<file path="src/rtl/dht11_frame_filter.sv">
// DHT11 frame filter: checksum check, DEPTH-sample moving average, stale detection and error counters.
// Optional over-temperature alarm is compiled in when DHT_TEMP_ALARM_EN is defined.
module dht11_frame_filter #(
    parameter int DEPTH        = 4,
    parameter int STALE_CYCLES = 150_000_000,
    parameter int TEMP_HI      = 35,
    parameter int TEMP_HYST    = 2
) (
    input  logic        clk,
    input  logic        rst,
    input  logic        frame_valid,
    input  logic [39:0] frame_data,
    output logic [7:0]  hum_avg,
    output logic [7:0]  temp_avg,
    output logic        out_valid,
    output logic        stale,
    output logic [7:0]  crc_err_cnt,
    output logic [7:0]  drop_cnt,
    output logic        temp_alarm
);

    localparam int AW = $clog2(DEPTH);
    localparam int SW = 8 + AW;
    localparam int CW = $clog2(STALE_CYCLES + 1);
    localparam logic [CW-1:0] STALE_MAX = CW'(STALE_CYCLES);

    typedef enum logic [1:0] {
        ST_IDLE   = 2'd0,
        ST_CHECK  = 2'd1,
        ST_UPDATE = 2'd2
    } state_t;

    function automatic logic [7:0] frame_checksum(input logic [39:0] f);
        return f[39:32] + f[31:24] + f[23:16] + f[15:8];
    endfunction

    state_t          state_r, state_s;
    logic [39:0]     frame_r;
    logic [7:0]      hum_buf_r  [DEPTH];
    logic [7:0]      temp_buf_r [DEPTH];
    logic [SW-1:0]   hum_sum_r, temp_sum_r;
    logic [SW-1:0]   hum_sum_s, temp_sum_s;
    logic [AW-1:0]   wp_r;
    logic            primed_r;
    logic [CW-1:0]   stale_cnt_r, stale_cnt_s;
    logic            stale_r;
    logic [7:0]      hum_avg_r, temp_avg_r;
    logic            out_valid_r;
    logic [7:0]      crc_err_cnt_r, drop_cnt_r;
    logic            latch_s, crc_fail_s, update_s, drop_s;
    logic [7:0]      hum_smp_s, temp_smp_s;

    // State register
    always_ff @(posedge clk) begin
        if (rst) begin
            state_r <= ST_IDLE;
        end else begin
            state_r <= state_s;
        end
    end

    // Next-state and per-state control strobes
    always_comb begin
        state_s    = state_r;
        latch_s    = 1'b0;
        crc_fail_s = 1'b0;
        update_s   = 1'b0;
        case (state_r)
            ST_IDLE: begin
                if (frame_valid) begin
                    state_s = ST_CHECK;
                    latch_s = 1'b1;
                end else begin
                    state_s = ST_IDLE;
                end
            end
            ST_CHECK: begin
                if (frame_checksum(frame_r) == frame_r[7:0]) begin
                    state_s = ST_UPDATE;
                end else begin
                    state_s    = ST_IDLE;
                    crc_fail_s = 1'b1;
                end
            end
            ST_UPDATE: begin
                state_s  = ST_IDLE;
                update_s = 1'b1;
            end
            default: begin
                state_s = ST_IDLE;
            end
        endcase
        drop_s = frame_valid && (state_r != ST_IDLE);
    end

    // Next running sums: first good frame fills the whole window with its sample
    always_comb begin
        hum_smp_s  = frame_r[39:32];
        temp_smp_s = frame_r[23:16];
        if (primed_r) begin
            hum_sum_s  = hum_sum_r  - {{AW{1'b0}}, hum_buf_r[wp_r]}  + {{AW{1'b0}}, hum_smp_s};
            temp_sum_s = temp_sum_r - {{AW{1'b0}}, temp_buf_r[wp_r]} + {{AW{1'b0}}, temp_smp_s};
        end else begin
            hum_sum_s  = {hum_smp_s,  {AW{1'b0}}};
            temp_sum_s = {temp_smp_s, {AW{1'b0}}};
        end
    end

    // Stale counter: measures cycles since the last UPDATE cycle, which counts as zero
    always_comb begin
        if (stale_cnt_r >= STALE_MAX) begin
            stale_cnt_s = stale_cnt_r;
        end else begin
            stale_cnt_s = stale_cnt_r + CW'(1);
        end
    end

    // Datapath: frame latch, averaging window, counters and registered outputs
    always_ff @(posedge clk) begin
        if (rst) begin
            frame_r       <= 40'd0;
            hum_sum_r     <= '0;
            temp_sum_r    <= '0;
            wp_r          <= '0;
            primed_r      <= 1'b0;
            hum_avg_r     <= 8'd0;
            temp_avg_r    <= 8'd0;
            out_valid_r   <= 1'b0;
            crc_err_cnt_r <= 8'd0;
            drop_cnt_r    <= 8'd0;
            stale_cnt_r   <= STALE_MAX;
            stale_r       <= 1'b1;
            for (int i = 0; i < DEPTH; i++) begin
                hum_buf_r[i]  <= 8'd0;
                temp_buf_r[i] <= 8'd0;
            end
        end else begin
            out_valid_r <= update_s;
            if (latch_s) begin
                frame_r <= frame_data;
            end
            if (crc_fail_s && (crc_err_cnt_r != 8'd255)) begin
                crc_err_cnt_r <= crc_err_cnt_r + 8'd1;
            end
            if (drop_s && (drop_cnt_r != 8'd255)) begin
                drop_cnt_r <= drop_cnt_r + 8'd1;
            end
            if (update_s) begin
                hum_sum_r   <= hum_sum_s;
                temp_sum_r  <= temp_sum_s;
                hum_avg_r   <= hum_sum_s[SW-1:AW];
                temp_avg_r  <= temp_sum_s[SW-1:AW];
                primed_r    <= 1'b1;
                stale_cnt_r <= CW'(1);
                stale_r     <= 1'b0;
                if (primed_r) begin
                    hum_buf_r[wp_r]  <= hum_smp_s;
                    temp_buf_r[wp_r] <= temp_smp_s;
                    wp_r             <= wp_r + AW'(1);
                end else begin
                    for (int i = 0; i < DEPTH; i++) begin
                        hum_buf_r[i]  <= hum_smp_s;
                        temp_buf_r[i] <= temp_smp_s;
                    end
                end
            end else begin
                stale_cnt_r <= stale_cnt_s;
                stale_r     <= (stale_cnt_s >= STALE_MAX);
            end
        end
    end

`ifdef DHT_TEMP_ALARM_EN
    localparam logic [7:0] ALARM_SET = 8'(TEMP_HI);
    localparam logic [7:0] ALARM_CLR = 8'(TEMP_HI - TEMP_HYST);
    logic temp_alarm_r;

    // Hysteresis alarm, evaluated on the new average so it is valid alongside out_valid
    always_ff @(posedge clk) begin
        if (rst) begin
            temp_alarm_r <= 1'b0;
        end else if (update_s) begin
            if (temp_sum_s[SW-1:AW] > ALARM_SET) begin
                temp_alarm_r <= 1'b1;
            end else if (temp_sum_s[SW-1:AW] <= ALARM_CLR) begin
                temp_alarm_r <= 1'b0;
            end
        end
    end

    assign temp_alarm = temp_alarm_r;
`else
    assign temp_alarm = 1'b0;
`endif

    assign hum_avg     = hum_avg_r;
    assign temp_avg    = temp_avg_r;
    assign out_valid   = out_valid_r;
    assign stale       = stale_r;
    assign crc_err_cnt = crc_err_cnt_r;
    assign drop_cnt    = drop_cnt_r;

endmodule

</file>
<file path="config.mk">
export PLATFORM = sky130hd
export DESIGN_NAME = dht11_frame_filter
export DESIGN_NICKNAME = d
export VERILOG_FILES = /design/src/rtl/dht11_frame_filter.sv
export SDC_FILE = /design/constraint.sdc
export NUM_CORES = 1
export LEC_CHECK = 0
export ABC_AREA = 1
export ABC_CLOCK_PERIOD_IN_PS = 3300
export CORE_MARGIN = 2
export CORE_UTILIZATION = 23
export CTS_BUF_LIST = sky130_fd_sc_hd__clkbuf_16
export DETAILED_ROUTE_END_ITERATION = 12
export GPL_ROUTABILITY_DRIVEN = 0
export GPL_TIMING_DRIVEN = 0
export PLACE_DENSITY = 0.5
export SLEW_MARGIN = 20
export SYNTH_ARGS = -nofsm -noshare
export SYNTH_HDL_FRONTEND = slang
export SYNTH_SLANG_ARGS = --single-unit
export TNS_END_PERCENT = 30
</file>
<file path="constraint.sdc">
create_clock -name clk -period 3.3 [get_ports clk]
set_clock_uncertainty 0.1 [all_clocks]
set_input_delay 0.495 -clock clk [delete_from_list [all_inputs] [get_ports clk]]
set_output_delay 0.495 -clock clk [all_outputs]
set_load 0.02 [all_outputs]
</file>
==> reports/results.ini, run 1 <==
[drt]
top_layer=met4
drtAntennaViolNets=0
route.met2.wl_mm=13.6
wl_met3_mm=1.11
vias=8565
finalWirelength_mm=29.8
dr.pass1.iters=5
initialDrtViolationCount=569
vias_per_cell=4.44
post_drt_wl_per_cell_um=15.5
drcViolationCount=0
drt-met1-wl_mm=14.5

[setup_path]
slowest_stage=fa_1
startpoint_type=register
ff2ff_setup_slack_ns=-0.09
regToRegStartpoint=frame_r[25]
critPathMaxFanout=8
cp_common_cell=fa_1
worstPathRequired_ns=3.51
max_stage_delay_ns=0.55
worst-setup-path-type=register to register
r2r_end=crc_err_cnt[5]
ff2ff_path_depth=16
arrival_ns=3.59
endpoint_kind=register
crit_path_cell_trace=fa_1 > inv_2 > fa_1 > inv_1 > ha_2 > fa_2 > xnor2_1 > nand3_1 > nor2_1 > nand2_1 > nor3_2 > nand3_4 > nand2_4 > inv_8 > nand3_2 > a21oi_1

[die]
rows=76
io_pins=78
die_area_um2=44800
die_x_um=212
start_util_pct=23.2
dieHeight_um=212
coreArea_um2=42800

[sta]
rsz0062_at_grt=yes
finalCriticalPeriod_ns=3.39
timing.final.crit_share_pct=103
tightest_slew_ns=0.756
hold_violations=0
relSlewSlack_pct=49.3
finalSetupViolations=9
slew_violations=0
clock.fmax_mhz=295
layout_setup_ws_ns=-0.0878

[worst_hold_path]
min_from=frame_r[30]
min_to=frame_r[30]
whs_path_depth=2
min_path_type=register to register

[power_and_ir_drop]
power_leakage_nw=4.94
ir_worst_vdd_uv=353
p_per_area_nw_per_um2=430

[place]
hpwl_mm=22.5
dp_slack_ns=-0.483
placedCellCount=1886
port_buffers=76

[final_layout]
syn_to_final_growth_pct=23.9
fin_nets=1475
drive_gt1_share_pct=11.4
stdcell_count=1927

[synthesis]
synth_nets=1372
ys_types=42
yosysWarnings=0
synth.cell_area_um2=9920
yosysSeqAreaShare_pct=42.2
synth_edf_count=64
synth_flop_cell=dfxtp_1
synth-async-reset-ratio_pct=0
syn_avg_cell_area_um2=7.85
yosys_register_bits=177
syn_inst=1264

[global_route]
first_global_vias=8427
grt.overflow.total=0
grt_max_degree=18
grt_pass1_wl_mm=46.5
antenna_found_initial=1
grtUsageTotal_pct=13.7

[run_status]
violations=negative setup slack
status=finished with violations

[clock_tree]
cts_made_buffers=17
cts_sinks=177
tritoncts=yes
clockBufferDepth=2
htreeDepth=4
clock_latency_ns=0.45
clkTransAtPathRegs_ns=0.07
cts-root-buf=clkbuf_16

[run]
drv_cap=0

[final cells by class]
class                           instances  area (µm²)
Multi-Input combinational cell        884        5110
Timing Repair Buffer                   84         821
Buffer                                 57         338
Fill cell                            4652       30500
Sequential cell                       177        4200
Inverter                              146         559
Tap cell                              546         683
Antenna cell                            1        2.50
Clock inverter                         15         148
Clock buffer                           17         425
[what timing repair did]
item                                    CTS  global route
resized for setup                        44            63
hold buffers                              0             0
pin swaps                                17            14
buffers inserted                          1             7
endpoints found under the setup margin   78            78
hold endpoints to repair                  0             0
[state kept, by name, indices dropped and copies added, names as in the netlist, 8 cells and up, named ones only]
signal       cells
frame_r         40
hum_buf_r       32
temp_buf_r      32
stale_cnt_r     28
hum_sum_r       10
temp_sum_r      10
crc_err_cnt      8
drop_cnt         8
[metal layers]
layer	GRT usage [%]	vias up
met5	0	-
met4	4.44	0
met3	2.20	26
met2	21.8	189
met1	19.0	4041
li1	-	4309
[kinds of logic after synthesis]
group / synth area share [%]
AOI/OAI and AO/OA: 13.0
xor gates and xnor gates: 2.91
adders and majority gates: 10.5
buffers and inverters: 8.60
DFF: 42.2
other: 0.0378
and+or+nand+nor: 22.7
[cells in the final DEF, fill, tap and decap left out, types with 10 or more instances in the layout]
cell type and n:
ha_1 30, o21ai_0 104, clkbuf_1 22, inv_1 143
nand2_2 19, dfxtp_1 108, clkbuf_16 17, edfxtp_1 64
nand3_1 41, a21oi_1 67, fa_1 27, clkdlybuf4s50_1 76
xor2_1 19, xnor2_1 12, nor2_1 221, o21ai_1 11
nor2_2 10, nand3_2 11, buf_4 29, a22oi_1 14
o22ai_1 18, nand2_1 209
[worst max-delay path by stage]
| stage | start | to |
|---|---|---|
| 3_5_place_dp | register | hum_sum_r[8] |
| 6_report | frame_r[25] | crc_err_cnt[5] |
| 2_1_floorplan | frame_r[9] | crc_err_cnt[2] |
| 4_1_cts | register | hum_sum_r[8] |
| 3_3_place_gp | register | hum_sum_r[8] |
| 5_1_grt | frame_r[25] | crc_err_cnt[2] |
[metrics by stage]
stage          total power, mW  setup TNS (ns)  cell area (µm²)  util [%]  hold WS (ns)
3_5_place_dp              3.20          -17.29            11400      26.5         0.368
6_report                  5.28          -0.622            12300      28.7         0.375
2_1_floorplan             2.96               0             9920         -         0.347
4_1_cts                   5.28          -0.876            12100      28.2         0.379
5_1_grt                   5.55           -8.90            12300      28.7         0.408
3_3_place_gp              3.19          -15.72            11400      26.5         0.368
[cells in the mapped netlist (2+ instances only)]
cell type | count | share of area, %
buf_2 | 3 | 0.15
o22ai_1 | 20 | 1.3
nand2_1 | 223 | 8.4
nor2_1 | 224 | 8.5
a21oi_1 | 73 | 3.7
o21bai_1 | 2 | 0.15
a31oi_1 | 3 | 0.19
inv_1 | 145 | 5.5
and3_1 | 2 | 0.13
a31o_2 | 2 | 0.18
nand4_1 | 6 | 0.38
nand3_1 | 54 | 2.7
a22oi_1 | 14 | 1.1
xnor2_1 | 14 | 1.2
or2_2 | 5 | 0.32
ha_1 | 35 | 4.4
o21ai_0 | 113 | 5.7
nor3_1 | 5 | 0.25
edfxtp_1 | 64 | 19
o21ai_1 | 5 | 0.25
nor4_1 | 3 | 0.19
nor2_4 | 3 | 0.34
a21o_1 | 3 | 0.23
buf_6 | 3 | 0.34
nand3b_1 | 5 | 0.38
o2111ai_1 | 2 | 0.18
nand2_2 | 6 | 0.38
buf_1 | 3 | 0.11
buf_4 | 17 | 1.3
xor2_1 | 19 | 1.7
fa_1 | 30 | 6.1
clkbuf_1 | 30 | 1.1
dfxtp_1 | 113 | 23
nor2_2 | 7 | 0.44
[worst max-delay path, delay by kind of cell (launching register included)]
family / cells / cell delay, ns
adders and majority gates: 4 / 1.75
buffers and inverters: 3 / 0.13
DFF: 1 / 0.33
AOI/OAI and AO/OA: 1 / 0.07
xor gates and xnor gates: 1 / 0.11
and+or+nand+nor: 7 / 0.73
[where the power goes]
| part | total (mW) | switching, mW | internal [mW] |
|---|---|---|---|
| Clock | 2.04 | 0.975 | 1.07 |
| Combinational | 0.863 | 0.505 | 0.358 |
| Sequential | 2.38 | 0.0520 | 2.33 |
(Power assumes the default switching activity.)
==> inputs of run 2 (changes only) <==
- ABC_CLOCK_PERIOD_IN_PS: 3300 -> 3100
- clock period: 3.3 -> 3.1 ns (I/O delays scaled with it)
==> reports/results.ini, run 2 (synthesis results as in run 1) <==
[setup_path]
worst-setup-path-type=register to register
slowest_stage=fa_2
max_stage_delay_ns=0.54  ; about the same
worstPathRequired_ns=3.29  ; -0.22 ns
ff2ff_path_depth=16  ; unchanged
arrival_ns=3.60  ; about the same
endpoint_kind=register
crit_path_cell_trace=fa_1 > inv_1 > fa_1 > inv_1 > ha_2 > fa_2 > xnor2_2 > nand3_1 > nor2_1 > nand2_1 > nor3_4 > nand3_4 > nand2_4 > inv_8 > nand3_2 > a21oi_2
critPathMaxFanout=8  ; unchanged
startpoint_type=register

[sta]
timing.final.crit_share_pct=110  ; +7.2 points
slew_violations=0  ; unchanged
hold_violations=0  ; unchanged
layout_setup_ws_ns=-0.306  ; -0.218 ns
clock.fmax_mhz=294  ; -0.54%
finalSetupViolations=11  ; +2
tns_ns=-2.78  ; -2.15 ns
rsz0062_at_grt=yes
tightest_slew_ns=0.730  ; -0.0263 ns
finalCriticalPeriod_ns=3.41  ; +0.0183 ns
relSlewSlack_pct=51.4  ; +2.1 points

[drt]
vias_per_cell=4.47  ; +0.51%
vias=8667  ; +1.2%
initialDrtViolationCount=599  ; +5.3%
drtAntennaViolNets=0  ; unchanged
post_drt_wl_per_cell_um=15.6  ; +0.76%
finalWirelength_mm=30.2  ; +1.4%
drcViolationCount=0  ; unchanged
dr.pass1.iters=6  ; +1

[power_and_ir_drop]
swShare_pct=30.1  ; +1.1 points
power_leakage_nw=5.04  ; +2.1%
ir_worst_vdd_uv=306  ; -13%
power_frac_comb_pct=16.8  ; +0.5 points
p_seq_share_pct=44.7  ; -0.3 points
power.net_switching_mw=1.70  ; +11%
internal_power_mw=3.96  ; +5.6%
clock_power_share_pct=38.5  ; about the same
p_per_area_nw_per_um2=449  ; +4.5%
p_total_mw=5.66  ; +7.2%

[place]
port_buffers=76  ; unchanged
placedCellCount=1886  ; unchanged
hpwl_mm=22.8  ; +1.4%
placed_area_um2=11400  ; about the same

[run_status]
violations=negative setup slack
status=finished with violations

[final_layout]
seqCellArea_um2=4200  ; about the same
stdcell_area_um2=12600  ; +2.6%
largest_reg_flops=40  ; unchanged
fin_nets=1488  ; +0.88%
regMostFlops=frame_r
top_regs=frame_r: 40 flops, hum_buf_r: 32 flops, temp_buf_r: 32 flops
drive_gt1_share_pct=13.6  ; +2.2 points
fillCellCount=4615  ; -0.80%
stdcell_count=1940  ; +0.67%
final_cell_mix=nor2_1 (219), nand2_1 (213), inv_1 (140), dfxtp_1 (108), o21ai_0 (93)
multi_input_area_um2=5230  ; +2.3%
layout_commonest_cell=nor2_1
syn_to_final_growth_pct=27.1

[die]
die_x_um=212  ; unchanged
dieHeight_um=212  ; unchanged
coreArea_um2=42800  ; unchanged
io_pins=78  ; unchanged
rows=76  ; unchanged
start_util_pct=23.2  ; unchanged
die_area_um2=44800  ; unchanged

[clock_tree]
clock_latency_ns=0.45  ; about the same
cts-root-buf=clkbuf_16
cts_made_buffers=17  ; unchanged
tritoncts=yes
clkTransAtPathRegs_ns=0.07  ; about the same
clockBufferDepth=2  ; unchanged
htreeDepth=4  ; unchanged
hold_buffers=0  ; unchanged
cts_sinks=177  ; unchanged

[global_route]
grt_pass1_wl_mm=47.4  ; +1.8%
grt.overflow.total=0  ; unchanged
first_global_vias=8466  ; +0.46%
antenna_found_initial=1  ; unchanged
grtUsageTotal_pct=13.8  ; +0.096 points
grt_max_degree=20  ; +2

[run]
drv_cap=0  ; unchanged

[worst_hold_path]
whs_path_depth=1  ; -1
min_path_type=register to register

## run 2: final timing paths
kind,start,endpoint,slack (ns)
hold reg to reg,state_r[1],state_r[1],0.37
hold / removal,state_r[1],state_r[1],0.37
setup reg to reg,frame_r[17],crc_err_cnt[7],-0.31
setup / recovery,frame_r[17],crc_err_cnt[7],-0.31
## run 2: through the flow
stage	hold WS (ns)	worst slack [ns]	utilization, %
final	0.374	-0.306	29.5
after global routing	0.386	-0.465	29.5
after CTS	0.375	-0.276	28.8
after detailed placement	0.368	-0.718	26.6
after global placement	0.365	-0.699	26.6
after floorplan	0.347	-0.0807	-
## run 2: cell type report
type,instances,area share [%]
clock buffer,17,3.38
buffer,57,3.12
antenna,1,0.0199
timing repair buffer,97,7.46
tap,546,5.42
sequential,177,33.3
clock inverter,15,1.25
multi-input combinational,884,41.5
inverter,146,4.53
## run 2: layer usage
metal	track usage (%)	routed length, µm	share of wire [%]	vias up
li1	-	-	-	4335
met2	21.8	13800	46	191
met5	0	0	0	-
met1	18.7	14400	48	4098
met3	2.31	1260	4.2	43
met4	5.59	772	2.6	0
## run 2: power groups by stage
stage	combinational (mW)	clock (mW)	sequential, mW
after floorplan	0.579	0	2.57
after detailed placement	0.820	0	2.59
final	0.949	2.18	2.53
after global routing	1.07	2.30	2.54
after CTS	0.903	2.21	2.53
after global placement	0.817	0	2.59
## run 2: critical path: cells and delay by family, from the launching register on
family                   cells  cell delay (ns)
adder cells (fa/ha/maj)      4             1.68
XOR/XNOR                     1             0.10
flip-flops                   1             0.36
AO/OA/AOI/OAI                1             0.06
AND/OR/NAND/NOR              7             0.79
buffers and inverters        3             0.15
## run 2: repair_timing
| action | 4_1_cts | 5_1_grt |
|---|---|---|
| buffers inserted | 15 | 5 |
| endpoints found under the hold margin | 0 | 0 |
| gates resized for setup | 80 | 64 |
| endpoints found under the setup margin | 84 | 79 |
| cloned | 0 | 1 |
| pin swaps | 28 | 23 |
